File: config.mk
export PLATFORM = sky130hd
export DESIGN_NAME = imem_arbiter
export DESIGN_NICKNAME = d
export VERILOG_FILES = /design/src/rtl/imem_pkg.sv /design/src/rtl/imem_sat_counter.sv /design/src/rtl/imem_arbiter.sv
export SDC_FILE = /design/constraint.sdc
export NUM_CORES = 1
export LEC_CHECK = 0
export ABC_AREA = 1
export CORE_ASPECT_RATIO = 0.5
export CORE_UTILIZATION = 23
export DETAILED_ROUTE_END_ITERATION = 6
export MAX_ROUTING_LAYER = met4
export PLACE_DENSITY = 0.79
export SETUP_SLACK_MARGIN = 0.5
export SYNTH_ARGS = -nofsm -noshare
export SYNTH_HDL_FRONTEND = slang
export SYNTH_SLANG_ARGS = --single-unit
File: constraint.sdc
create_clock -name clk -period 1.4 [get_ports clk]
set_input_delay 0.28 -clock clk [delete_from_list [all_inputs] [get_ports clk]]
set_output_delay 0.28 -clock clk [all_outputs]
set_load 0.02 [all_outputs]
File: src/rtl/imem_pkg.sv
// Shared widths, word-address slice positions and response owner encoding
// for the instruction-memory arbiter.
package imem_pkg;

  localparam int IMEM_INST_LEN  = 32;
  localparam int IMEM_PC_LEN    = 32;
  localparam int IMEM_MADDR_LEN = 18;
  localparam int IMEM_STALL_LEN = 16;

  // Byte address bits WADDR_MSB:WADDR_LSB form the memory word address.
  localparam int WADDR_LSB = 2;
  localparam int WADDR_MSB = WADDR_LSB + IMEM_MADDR_LEN - 1;

  typedef enum logic [1:0] {
    OWN_NONE  = 2'b00,
    OWN_FETCH = 2'b01,
    OWN_LOAD  = 2'b10
  } owner_t;

endpackage

File: src/rtl/imem_sat_counter.sv
// Saturating up-counter with enable and synchronous reset; holds at all-ones.
// Count visible the cycle after an enabled edge; no backpressure.
module imem_sat_counter #(
  parameter int WIDTH = 16
) (
  input  logic             clk,
  input  logic             rst,
  input  logic             en,
  output logic [WIDTH-1:0] cnt
);

  always_ff @(posedge clk) begin
    if (rst) begin
      cnt <= '0;
    end else if (en && (cnt != {WIDTH{1'b1}})) begin
      cnt <= cnt + WIDTH'(1);
    end
  end

endmodule

File: src/rtl/imem_arbiter.sv
// Fetch/loader arbiter for the single-port imem: combinational grant, 1-cycle response; losers hold req.
// IMEM_ARB_RR_EN selects round-robin on contested cycles instead of fixed loader > fetch priority.
module imem_arbiter
  import imem_pkg::*;
#(
  parameter int INST_WIDTH_LENGTH = IMEM_INST_LEN,
  parameter int PC_WIDTH_LENGTH   = IMEM_PC_LEN,
  parameter int MEM_ADDR_LENGTH   = IMEM_MADDR_LEN,
  parameter int STALL_CNT_LENGTH  = IMEM_STALL_LEN
) (
  input  logic                         clk,
  input  logic                         rst,
  input  logic                         f_req,
  input  logic [PC_WIDTH_LENGTH-1:0]   f_addr,
  output logic                         f_gnt,
  output logic                         f_rvalid,
  output logic [INST_WIDTH_LENGTH-1:0] f_rdata,
  output logic                         f_err,
  input  logic                         l_req,
  input  logic                         l_we,
  input  logic [PC_WIDTH_LENGTH-1:0]   l_addr,
  input  logic [INST_WIDTH_LENGTH-1:0] l_wdata,
  input  logic                         l_lock,
  output logic                         l_gnt,
  output logic                         l_rvalid,
  output logic [INST_WIDTH_LENGTH-1:0] l_rdata,
  output logic                         l_err,
  output logic                         mem_en,
  output logic                         mem_we,
  output logic [MEM_ADDR_LENGTH-1:0]   mem_addr,
  output logic [INST_WIDTH_LENGTH-1:0] mem_wdata,
  input  logic [INST_WIDTH_LENGTH-1:0] mem_rdata,
  output logic [STALL_CNT_LENGTH-1:0]  stall_cnt
);

  logic                       l_win;
  logic                       any_gnt;
  logic                       misaligned;
  logic [PC_WIDTH_LENGTH-1:0] sel_addr;
  owner_t                     owner_q;
  logic                       err_q;
  logic                       data_q;
  logic                       unused_addr_hi;

`ifdef IMEM_ARB_RR_EN
  // last_l=1: loader won the previous contested cycle. Reset value lets the loader win first.
  logic last_l;

  assign l_win = l_req & (l_lock | ~f_req | ~last_l);

  always_ff @(posedge clk) begin
    if (rst) begin
      last_l <= 1'b0;
    end else if (f_req && l_req && !l_lock) begin
      last_l <= l_win;
    end
  end
`else
  assign l_win = l_req;
`endif

  assign l_gnt   = ~rst & l_win;
  assign f_gnt   = ~rst & f_req & ~l_lock & ~l_win;
  assign any_gnt = l_gnt | f_gnt;

  assign sel_addr   = l_gnt ? l_addr : f_addr;
  assign misaligned = |sel_addr[WADDR_LSB-1:0];

  assign mem_en    = any_gnt & ~misaligned;
  assign mem_we    = l_gnt & l_we & ~misaligned;
  assign mem_addr  = sel_addr[WADDR_LSB +: MEM_ADDR_LENGTH];
  assign mem_wdata = mem_we ? l_wdata : '0;

  // Bits above the word-address slice are ignored: accesses wrap modulo the memory size.
  assign unused_addr_hi = ^sel_addr[PC_WIDTH_LENGTH-1:WADDR_LSB+MEM_ADDR_LENGTH];

  always_ff @(posedge clk) begin
    if (rst) begin
      owner_q <= OWN_NONE;
      err_q   <= 1'b0;
      data_q  <= 1'b0;
    end else begin
      owner_q <= l_gnt ? OWN_LOAD : (f_gnt ? OWN_FETCH : OWN_NONE);
      err_q   <= any_gnt & misaligned;
      data_q  <= any_gnt & ~misaligned & ~(l_gnt & l_we);
    end
  end

  // Gating with rst drops a response that was in flight when reset arrived.
  assign f_rvalid = ~rst & (owner_q == OWN_FETCH);
  assign l_rvalid = ~rst & (owner_q == OWN_LOAD);
  assign f_err    = f_rvalid & err_q;
  assign l_err    = l_rvalid & err_q;
  assign f_rdata  = (f_rvalid & data_q) ? mem_rdata : '0;
  assign l_rdata  = (l_rvalid & data_q) ? mem_rdata : '0;

  imem_sat_counter #(
    .WIDTH (STALL_CNT_LENGTH)
  ) u_stall_cnt (
    .clk (clk),
    .rst (rst),
    .en  (f_req & ~f_gnt),
    .cnt (stall_cnt)
  );

endmodule

==> qor.csv <==
metric;value;unit
final-seq-area;463;um^2
synth.net_count;553;
globalRoute.totalOverflow;0;
number_of_storage_elements_in_the_synthesis_netlist;20;
dp_worst_setup_slack;-1310;ps
i_o_pin_cnt;272;
cts.htree.levels;1;
tritoncts;yes;
grt_util_all_layers;27.5;%
num_rows;23;
run_status;finished, violations left;
synth_seq_area_share;19.9;%
gp_routability_congestion;0.845;
timing.final.crit_share;134;%
first_global_vias;3561;
grt_first_pass_wirelength;19.0;mm
reported_leakage_power;3.37;nW
antenna-diode-count;0;
core_area;0.00823;mm^2
maxSlewHeadroom;75.1;%
hold_path_end;owner_q[0]$_SDFF_PP0_;
numCtsBuffers;3;
worstPathRequired;1120;ps
drt-pass1-iter-count;5;
drive_gt1_share;61.0;%
antenna_violating_nets_post_route;0;
avgSynthCellArea;4.81;um^2
timing.hold.worst.start;l_req;
whs;345;ps
depth_of_the_most_critical_reg_to_reg_path;9;
finClkSkew;7.93;ps
remaining_drc_errors;0;
numPortBuffers;247;
period_minus_slack;1880;ps
rrSetupSlack;-340;ps
effective_utilization_at_floorplan;24.4;%
die_w;134;um
final.setup.tns;-47280;ps
cts_root_buffer;sky130_fd_sc_hd__clkbuf_16;
min_delay_path_depth;3;
arr_time_crit_path;1600;ps
crit_path_max_fanout;7;
hold_viol_final;0;
drt_iter0_drc;324;
multiInputGateArea;0.00250;mm^2
worst_pin_slew;373;ps
crit-reg2reg-capture;u_stall_cnt.cnt[10]$_SDFFE_PP0P_;
post-route-cell-area;0.00746;mm^2
hold_class;primary input to flop;
die_h;68.1;um
drt-vias-per-instance;4.96;
synth.area.top_cells;sky130_fd_sc_hd__nor2_1 26%, sky130_fd_sc_hd__dfxtp_1 20%, sky130_fd_sc_hd__nand2_1 19%, sky130_fd_sc_hd__inv_1 17%, sky130_fd_sc_hd__nand3_1 4.0%;
antenna_found_initial;0;
vdd_ir_drop_max;993;uV
final.fill_count;311;
synth.largest_area_cell;sky130_fd_sc_hd__nor2_1;
mappedNetlistArea;0.00201;mm^2
routed-via-count;4274;
max-clock-path-buffers;2;
synth_cell_types;20;
area_delta_synth_final;271;%
failed_checks;negative setup slack;
report.final.slew_viol_count;0;
timing.final.ws_setup;-479;ps
setup_violations;137;
synthDominantCellAreaShare;25.9;%
cts_sinks;20;
worstSetupStartpointType;primary input;
die_area;0.00914;mm^2
post_synthesis_cells;418;
critical_path.endpoint_type;output pin;
timing.rr.start;u_stall_cnt.cnt[8]$_SDFFE_PP0P_;
cap_viol_max_count;0;
clk_pin_slew_worst_setup_hold_paths;60;ps
grt_start_max_net_pins;22;
drt-total-wl;18.3;mm
worst-setup-path-type;primary input to output pin;
clkLatencyLatePin;270;ps
routedWlPerCell;21.2;um
dpl_cell_area;0.00589;mm^2
rsz_0062_raised_after_global_routing;true;
number_of_warnings_issued_by_yosys;0;
timing.fmax;532;MHz
design.final.nets;885;
detailed_place_hpwl;9.50;mm
pd_cells;361;mW/mm^2
-- synth_stat cells --
| cell | instances |
|---|---|
| sky130_fd_sc_hd__a21oi_1 | 9 |
| sky130_fd_sc_hd__a31oi_1 | 1 |
| sky130_fd_sc_hd__nand2_1 | 104 |
| sky130_fd_sc_hd__inv_2 | 1 |
| sky130_fd_sc_hd__nand3_2 | 1 |
| sky130_fd_sc_hd__inv_1 | 92 |
| sky130_fd_sc_hd__o31ai_4 | 1 |
| sky130_fd_sc_hd__nor4_1 | 1 |
| sky130_fd_sc_hd__xor2_1 | 3 |
| sky130_fd_sc_hd__buf_2 | 9 |
| sky130_fd_sc_hd__nand3_1 | 16 |
| sky130_fd_sc_hd__nor2_1 | 139 |
| sky130_fd_sc_hd__dfxtp_1 | 20 |
| sky130_fd_sc_hd__nor2_2 | 1 |
| sky130_fd_sc_hd__nand4_1 | 4 |
| sky130_fd_sc_hd__buf_1 | 1 |
| sky130_fd_sc_hd__clkbuf_1 | 7 |
| sky130_fd_sc_hd__ha_1 | 1 |
| sky130_fd_sc_hd__nor3_1 | 1 |
| sky130_fd_sc_hd__o21ai_0 | 6 |
-- logic make-up after synthesis --
kind of cell    count (synthesis)  share of synthesized area, %
xor+xnor                        3                          1.31
buf+inv                       110                          21.1
flops                          20                          19.9
compound gates                 17                          5.10
fa+ha+maj                       1                         0.622
simple gates                  267                          52.0
-- registers in the layout, indices dropped and copies added, names as in the netlist --
signal	flops
owner_q	2
u_stall_cnt.cnt	16
data_q	1
err_q	1
-- final cells by class --
cell class	instances	area share [%]
clock buffer	4	1.19
inverter	93	5.07
multi-input combinational	290	33.6
sequential	20	6.21
tap	112	1.88
timing repair buffer	342	52.1
-- power breakdown --
group	leakage, nW	internal (W)	switching (W)	total (W)
logic	3.15	0.000718	0.000679	0.00140
clock network	0.0442	0.000438	0.000262	0.000700
registers	0.176	0.000567	0.0000314	0.000598
total	3.37	0.00172	0.000972	0.00269
-- worst max-delay path, stage by stage --
cell and delay (ps):
sky130_fd_sc_hd__clkdlybuf4s15_1 230, sky130_fd_sc_hd__nor2_2 200, sky130_fd_sc_hd__nand2_4 70, sky130_fd_sc_hd__o31ai_4 70, sky130_fd_sc_hd__nand3_4 180, sky130_fd_sc_hd__buf_6 170, sky130_fd_sc_hd__buf_16 140, sky130_fd_sc_hd__nor2_2 110
sky130_fd_sc_hd__buf_6 130
-- worst max path at each step --
stage / cells after the start / start / end
floorplan: 7 / l_req / mem_wdata[22]
global placement: 9 / l_req / mem_wdata[22]
detailed placement: 9 / l_req / mem_wdata[22]
CTS: 10 / l_req / mem_wdata[25]
global route: 9 / f_addr[0] / mem_wdata[1]
finish: 9 / f_addr[0] / mem_wdata[1]
-- layout by cell type, fill, tap and decap left out, drive strengths merged --
master | netlist | layout
a21oi | 9 | 9
a31oi | 1 | 1
buf | 10 | 234
clkbuf | 7 | 5
clkdlybuf4s15 | 0 | 4
clkdlybuf4s50 | 0 | 100
clkinvlp | 0 | 1
dfxtp | 20 | 20
dlygate4sd2 | 0 | 3
ha | 1 | 1
inv | 93 | 92
nand2 | 104 | 106
nand3 | 17 | 17
nand4 | 4 | 4
nor2 | 140 | 140
nor3 | 1 | 1
nor4 | 1 | 1
o21ai | 6 | 6
o31ai | 1 | 1
xor2 | 3 | 3
-- metrics by stage --
| step | util [%] | power, W | std cells |
|---|---|---|---|
| global route | 90.6 | 0.00276 | 861 |
| CTS | 82.3 | 0.00236 | 838 |
| global placement | 71.5 | 0.00158 | 796 |
| detailed placement | 71.5 | 0.00159 | 796 |
| floorplan | - | 0.00104 | 418 |
| finish | 90.6 | 0.00269 | 861 |
-- timing repair --
item,in CTS,in global routing
endpoints found under the setup margin,158,156
gates resized for setup,908,126
pin swaps,14,40
hold buffers,0,0
setup buffers,31,22
cloned,7,1
-- metal layers --
| layer | global-route usage, % | share of wire (%) | up-vias | wire length (um) |
|---|---|---|---|---|
| met1 | 30.7 | 34 | 2022 | 6230 |
| li1 | - | - | 1878 | - |
| met3 | 4.07 | 7.9 | 96 | 1450 |
| met5 | - | 0 | - | 0 |
| met4 | 6.46 | 5.4 | 0 | 981 |
| met2 | 52.9 | 53 | 278 | 9600 |
Note: power is estimated with default switching activity, not from simulation.
